<file path="config.mk">
export PLATFORM = sky130hd
export DESIGN_NAME = sum_accumulator
export DESIGN_NICKNAME = d
export VERILOG_FILES = /design/src/rtl/sum_accumulator.sv
export SDC_FILE = /design/constraint.sdc
export NUM_CORES = 1
export LEC_CHECK = 0
export ABC_AREA = 1
export BUFFER_PORTS_ARGS = -buffer_cell sky130_fd_sc_hd__buf_2
export CORE_ASPECT_RATIO = 0.6
export CORE_UTILIZATION = 56
export CTS_BUF_LIST = sky130_fd_sc_hd__clkbuf_4 sky130_fd_sc_hd__clkbuf_8
export DETAILED_ROUTE_END_ITERATION = 10
export MAX_ROUTING_LAYER = met4
export PLACE_DENSITY = 0.81
export SYNTH_ARGS = -nofsm -noshare
export SYNTH_HDL_FRONTEND = slang
export SYNTH_SLANG_ARGS = --single-unit
</file>
<file path="constraint.sdc">
create_clock -name clk -period 1.82 [get_ports clk]
set_input_delay 0.364 -clock clk [delete_from_list [all_inputs] [get_ports clk]]
set_output_delay 0.364 -clock clk [all_outputs]
set_load 0.005 [all_outputs]
</file>
<file path="src/rtl/sum_accumulator.sv">
// sum_accumulator: collects up to N unsigned samples per block and presents
// their total, truncated average (total >> log2(N)) and sample count with a
// valid/ready handshake. A flush closes a partial block early.
module sum_accumulator #(
   parameter int unsigned W = 6,
   parameter int unsigned N = 4
) (
   input  logic                          clk,
   input  logic                          rst,
   input  logic                          in_valid,
   input  logic [W-1:0]                  in_data,
   output logic                          in_ready,
   input  logic                          flush,
   output logic                          out_valid,
   input  logic                          out_ready,
   output logic [W+$clog2(N)-1:0]        out_sum,
   output logic [W-1:0]                  out_avg,
   output logic [$clog2(N):0]            out_count
);

   localparam int unsigned CW = $clog2(N);
   localparam int unsigned SW = W + CW;
   localparam int unsigned KW = CW + 1;

   typedef enum logic {
      ACCUM = 1'b0,
      HOLD  = 1'b1
   } state_t;

   state_t          state_q;
   logic [SW-1:0]   acc_q;
   logic [KW-1:0]   cnt_q;
   logic [SW-1:0]   sum_q;
   logic [W-1:0]    avg_q;
   logic [KW-1:0]   count_q;

   logic            accept_c;
   logic            close_c;
   logic [SW-1:0]   acc_d;
   logic [KW-1:0]   cnt_d;

   // Running total including any sample accepted this cycle, and block-close decision.
   always_comb begin
      accept_c = 1'b0;
      acc_d    = acc_q;
      cnt_d    = cnt_q;
      close_c  = 1'b0;
      if (state_q == ACCUM) begin
         accept_c = in_valid;
         if (accept_c) begin
            acc_d = acc_q + SW'(in_data);
            cnt_d = cnt_q + KW'(1);
         end
         close_c = (cnt_d == KW'(N)) || (flush && (cnt_d != KW'(0)));
      end
   end

   // Block FSM: accumulate in ACCUM, latch result and hold it until consumed.
   always_ff @(posedge clk) begin
      if (rst) begin
         state_q <= ACCUM;
         acc_q   <= '0;
         cnt_q   <= '0;
         sum_q   <= '0;
         avg_q   <= '0;
         count_q <= '0;
      end else begin
         case (state_q)
            ACCUM: begin
               if (close_c) begin
                  state_q <= HOLD;
                  sum_q   <= acc_d;
                  avg_q   <= acc_d[SW-1:CW];
                  count_q <= cnt_d;
                  acc_q   <= '0;
                  cnt_q   <= '0;
               end else begin
                  acc_q   <= acc_d;
                  cnt_q   <= cnt_d;
               end
            end
            HOLD: begin
               if (out_ready) begin
                  state_q <= ACCUM;
                  acc_q   <= '0;
                  cnt_q   <= '0;
               end
            end
            default: state_q <= ACCUM;
         endcase
      end
   end

   // Handshake flags decode directly from the state register.
   assign in_ready  = (state_q == ACCUM);
   assign out_valid = (state_q == HOLD);
   assign out_sum   = sum_q;
   assign out_avg   = avg_q;
   assign out_count = count_q;

endmodule

</file>
==> impl_metrics.toml, run 1 <==
[clock_network]
cts_sinks = 23
ctsResizeCount = 0
cts_tree = "yes"
clk_latency_ns = 0.27
clk_pin_slew_ns = 0.08
htree_levels = 1
root_buffer = "clkbuf_8"
cts_setup_buffers = 0
cts_hold_buf = 0
cts.path.max_buffers = 2
cts_made_buffers = 3

[die]
dieHeight_um = 42.2
dieArea_um2 = 2910
ioPinCount = 30
initial_core_util_pct = 59.8
chipWidth_um = 69.0
fp.coreArea_um2 = 2520
rows = 14

[global_routing]
grt_pass1_wl_mm = 5.15
grt_overflow = 0
antenna_found_initial = 0
grt.total_usage_pct = 23.6
grt_pass1_vias = 1155
grt_max_degree = 20

[timing]
tightest_slew_ns = 0.477
finalSetupTns_ns = 0
hold_viol = 0
setup_violations = 0
min_period_ns = 1.66
fmax_ghz = 0.603
final.setup_skew_ns = 0.00559
rsz0062_at_grt = "no"
finalCritPeriodShare_pct = 91.2
slew_violations = 0
slew_headroom_pct = 68.2

[finish]
nFillCells = 220
drive_above_1_share_pct = 34.7
diodes = 0
fin_nets = 256
syn_to_final_growth_pct = 12.3
design_area_um2 = 1690

[route]
vias = 1333
wl_met2_mm = 1.34
drt_pre_antenna_iters = 4
drc = 0
wl_met3_um = 183
top_layer_used = "met4"
drt_wl_total_mm = 3.05
drt_iter0_drc = 108
m1WireLength_mm = 1.50
via_per_inst = 4.97
final_antenna_net_count = 0
routedWlPerCell_um = 11.4

[synth]
syn_nets = 229
mappedNetlistArea_um2 = 1510
seq_area_frac_synth_pct = 30.5
synthSimpleGateAreaFrac_pct = 33.7
synth_top_family_by_area = "simple AND/OR/NAND/NOR gates"
postSynthRegisterBits = 23
syn_area_per_cell_um2 = 7.19
synth-adder-area-share_pct = 7.13
synth_xor_area_share_pct = 1.08
synth_top_area_share_pct = 30.5
yosysWarningCount = 0
synth_area_leaders = "dfxtp_1, nand2_1, a21oi_2"
ys_types = 25
synth_compound_area_share_pct = 14.3
synth_area_leader_cell = "dfxtp_1"
synth.area.mux_share_pct = 0
syn_inst = 210

[critical_path]
slowest_delay_ns = 0.33
slowest_stage = "dfxtp_1"
worstPathMaxFanout = 10
end_kind = "flip-flop"
cp-start-kind = "flip-flop"
criticalPathCategory = "flip-flop to flip-flop"
crit_required_ns = 1.96
cpMostUsedCell = "nand2_1"
crit_chain = "ha_1 > inv_1 > nand2_1 > o21ai_2 > nand2_1 > nand2_1 > nand2_2 > nand2_4 > clkinv_2 > nand2_1 > a21oi_2"
worstPathArrival_ns = 1.80

[placed_design]
hpwlAfterDp_mm = 2.32
placement.io_buffers = 29
gp_congestion = 0.815
post_dp_cell_area_um2 = 1650

[flow_run]
maxCapViolCount = 0

[power_and_ir_drop]
pwr_density_cell_nw_per_um2 = 732
ir_drop_uv = 372
leakagePower_uw = 0.000834

[worst_hold_path]
hold_path_class = "flip-flop to flip-flop"

[status]
status = "finished clean"
-- critical path: cells and delay by family, from the launching register on --
family                     cells  cell delay (ns)
DFF                            1             0.33
AOI/OAI and AO/OA              2             0.14
and+or+nand+nor                6             0.54
buffers and inverters          2             0.22
adders and majority gates      1             0.29
-- routing by layer --
metal | vias up | GRT usage [%]
met3 | 4 | 6.01
met4 | 0 | 7.35
li1 | 708 | -
met5 | - | -
met1 | 587 | 31.4
met2 | 34 | 35.5
-- state kept, by name, indices dropped and copies added, names as in the netlist --
register   cells
acc_q          8
cnt_q          3
out_count      3
out_sum        8
out_valid      1
-- metrics by stage --
step	util (%)	total power [uW]	cells	setup WS [ns]	hold slack [ns]
after floorplan	-	854	210	0.258	0.426
after global placement	65.3	930	264	0.0913	0.461
after detailed placement	65.3	936	264	0.0653	0.460
after CTS	67.2	1260	268	0.164	0.472
after global routing	67.2	1320	268	0.0248	0.480
final	67.2	1240	268	0.160	0.470
-- synthesized netlist by cell type, drive strengths merged --
library cell,instances
o21ai,3
dfxtp,23
inv,24
xnor2,1
or2,1
clkinv,1
clkbuf,3
ha,7
nand4,2
fa,1
nand3b,2
nand2,90
buf,10
a21oi,26
nor2,4
nand3,12
-- final timing paths --
path / end / from / slack [ns] / cells past startpoint
min reg2reg: out_count[0] / out_count[0] / 0.47 / 2
min: out_count[0] / out_count[0] / 0.47 / 2
max: out_count[2] / cnt_q[0] / 0.16 / 11
max reg2reg: out_count[2] / cnt_q[0] / 0.16 / 11
-- cell type report --
| cell class | count | area [um2] | share of cell area [%] |
|---|---|---|---|
| tap | 32 | 40.0 | 2.36 |
| multi-input combinational | 149 | 850 | 50.1 |
| sequential | 23 | 460 | 27.2 |
| inverter | 25 | 95.1 | 5.61 |
| clock inverter | 1 | 5.00 | 0.295 |
| clock buffer | 3 | 41.3 | 2.44 |
| timing repair buffer | 35 | 203 | 12.0 |
-- report_power, final --
part / internal (uW) / leakage (uW) / switching [uW]
Combinational: 147 / 0.000621 / 211
Clock: 153 / 0.0000255 / 162
Sequential: 538 / 0.000187 / 28.6
-- logic make-up after synthesis --
kind of cell,count (synthesis)
AND/OR/NAND/NOR,111
buffers and inverters,38
AO/OA/AOI/OAI,29
flip-flops,23
adder cells (fa/ha/maj),8
XOR/XNOR,1
-- cell usage in the layout (no fill, tap or decap), drive strengths merged --
| cell type | count |
|---|---|
| a21oi | 26 |
| buf | 35 |
| clkbuf | 3 |
| clkinv | 2 |
| dfxtp | 23 |
| fa | 1 |
| ha | 7 |
| inv | 24 |
| nand2 | 90 |
| nand3 | 12 |
| nand3b | 2 |
| nand4 | 2 |
| nor2 | 4 |
| o21ai | 3 |
| or2 | 1 |
| xnor2 | 1 |
Note: power is estimated with default switching activity, not from simulation.
==> run 2, diff against run 1 <==
--- a/config.mk
+++ b/config.mk
@@ -7,12 +7,13 @@
 export LEC_CHECK = 0
 export ABC_AREA = 1
 export BUFFER_PORTS_ARGS = -buffer_cell sky130_fd_sc_hd__buf_2
+export CAP_MARGIN = 10
 export CORE_ASPECT_RATIO = 0.6
 export CORE_UTILIZATION = 56
 export CTS_BUF_LIST = sky130_fd_sc_hd__clkbuf_4 sky130_fd_sc_hd__clkbuf_8
 export DETAILED_ROUTE_END_ITERATION = 10
 export MAX_ROUTING_LAYER = met4
-export PLACE_DENSITY = 0.81
+export PLACE_DENSITY_LB_ADDON = 0.08
 export SYNTH_ARGS = -nofsm -noshare
 export SYNTH_HDL_FRONTEND = slang
 export SYNTH_SLANG_ARGS = --single-unit
==> run 2 against run 1 <==
Clock power increased by 6.3%; combinational power hardly changed; global-route usage fell by 0.26 points; register-to-register slack about the same; maximum frequency up 0.66%; clock skew fell by 0.0012 ns; total power is 1.6% higher; non-clock buffer count shrank 1.
==> impl_metrics.toml, run 2 (synthesized netlist as in run 1, its figures left out) <==
[finish]
design_area_um2 = 1690
diodes = 0
mostFrequentLayoutCells = "nand2_1, buf_2, inv_1"
final_common_cell = "nand2_1"
drive_above_1_share_pct = 34.9
fin_nets = 255
syn_to_final_growth_pct = 12.0
final-instance-count-excl-fill = 267

[power_and_ir_drop]
ir_drop_uv = 432
clock_power_share_pct = 26.6
pwr_density_cell_nw_per_um2 = 745
seqPwrFrac_pct = 45.1
leakagePower_uw = 0.000830
power_switching_uw = 404
comb_power_share_pct = 28.3
p_int_uw = 855
swShare_pct = 32.1

[critical_path]
worstPathMaxFanout = 8
crit_required_ns = 2.01
end_kind = "flip-flop"
slowest_stage = "dfxtp_2"
crit-reg2reg-launch = "cnt_q[0]"
slowest_delay_ns = 0.35
crit_chain = "ha_1 > inv_1 > nand2_1 > o21ai_2 > nand2_1 > nand2_1 > nand2_2 > nand2_4 > buf_4 > nand2_1 > a21oi_1"
cp-startpoint = "cnt_q[0]"
criticalPathCategory = "flip-flop to flip-flop"
cp-start-kind = "flip-flop"
worstPathArrival_ns = 1.84
cpMostUsedCell = "nand2_1"

[clock_network]
cts.path.max_buffers = 2
cts_made_buffers = 3
clk_latency_ns = 0.26
cts_sinks = 23
clk_pin_slew_ns = 0.08
root_buffer = "clkbuf_8"
cts_tree = "yes"
htree_levels = 1

[timing]
tightest_slew_ns = 0.520
finalCritPeriodShare_pct = 90.6
min_period_ns = 1.65
hold_viol = 0
fmax_ghz = 0.607
finalSetupTns_ns = 0
rsz0062_at_grt = "no"
slew_headroom_pct = 65.3
slew_violations = 0
final.setup_skew_ns = 0.00444
setup_violations = 0
finalWorstSetupSlack_ns = 0.171

[placed_design]
pre_cts_ws_ns = 0.0565
hpwlAfterDp_mm = 2.40
post_dp_cell_area_um2 = 1640
placement.io_buffers = 29
dpl.cell_count = 263
gp_congestion = 0.835

[route]
routedWlPerCell_um = 11.6
vias = 1323
drt_wl_total_mm = 3.09
via_per_inst = 4.96
drt_iter0_drc = 48
final_antenna_net_count = 0
drc = 0
drt_pre_antenna_iters = 4

[status]
status = "finished clean"

[global_routing]
grt_pass1_vias = 1205
grt_max_degree = 21
grt_pass1_wl_mm = 5.28
grt.total_usage_pct = 23.4
antenna_found_initial = 0
grt_overflow = 0

[die]
initial_core_util_pct = 59.8
fp.coreArea_um2 = 2520
dieArea_um2 = 2910
ioPinCount = 30
rows = 14
dieHeight_um = 42.2
chipWidth_um = 69.0

[worst_hold_path]
hold_path_class = "flip-flop to flip-flop"
hold_path_startpoint = "out_sum[0]"

[flow_run]
maxCapViolCount = 0
[run 2: cell count changes in the layout (fill, tap and decap cells not counted)]
| cell | previous run | this run |
|---|---|---|
| clkinv_2 | 2 | 1 |
| buf_4 | 5 | 4 |
| clkbuf_4 | 0 | 1 |
| dfxtp_1 | 23 | 22 |
| dfxtp_2 | 0 | 1 |
[run 2: worst paths after layout]
check                to  slack [ns]  cells after the start
max reg2reg  out_sum[0]        0.17                     11
max          out_sum[0]        0.17                     11
min          out_sum[0]        0.47                      2
min reg2reg  out_sum[0]        0.47                      2
[run 2: routing by layer]
metal / vias up / routed length (um) / global-route usage [%]
li1: 698 / - / -
met3: 4 / 107 / 5.53
met5: - / 0 / -
met2: 21 / 1360 / 36.7
met1: 600 / 1600 / 31.3
met4: 0 / 19 / 4.08
[run 2: what timing repair did]
action,in CTS,in global routing
endpoints found under the setup margin,0,9
gates resized for setup,0,1
buffers inserted,0,0
hold buffers,0,0
[run 2: power by group through the flow]
| stage | registers [uW] | logic (uW) | clock network [uW] |
|---|---|---|---|
| 6_report | 568 | 356 | 335 |
| 5_1_grt | 574 | 397 | 362 |
| 4_1_cts | 568 | 355 | 343 |
| 3_5_place_dp | 580 | 354 | 0 |
| 3_3_place_gp | 577 | 345 | 0 |
| 2_1_floorplan | 578 | 276 | 0 |
[run 2: worst max-delay path, delay by kind of cell, from the launching register on]
family                     cells  cell delay (ns)
and+or+nand+nor                6             0.47
DFF                            1             0.35
adders and majority gates      1             0.29
buffers and inverters          2             0.25
AOI/OAI and AO/OA              2             0.21
[run 2: area by class of cell]
| class | instances | area [um2] |
|---|---|---|
| clock buffer | 4 | 48.8 |
| timing repair buffer | 34 | 195 |
| inverter | 25 | 95.1 |
| multi-input combinational | 149 | 850 |
| fill | 230 | 832 |
| tap | 32 | 40.0 |
| sequential | 23 | 462 |
[run 2: per-stage QoR]
stage,util [%],hold slack (ns),power (uW)
final,67.0,0.466,1260
after global routing,67.0,0.481,1330
after CTS,67.0,0.468,1270
after detailed placement,65.0,0.455,934
after global placement,65.0,0.453,922
after floorplan,-,0.426,854
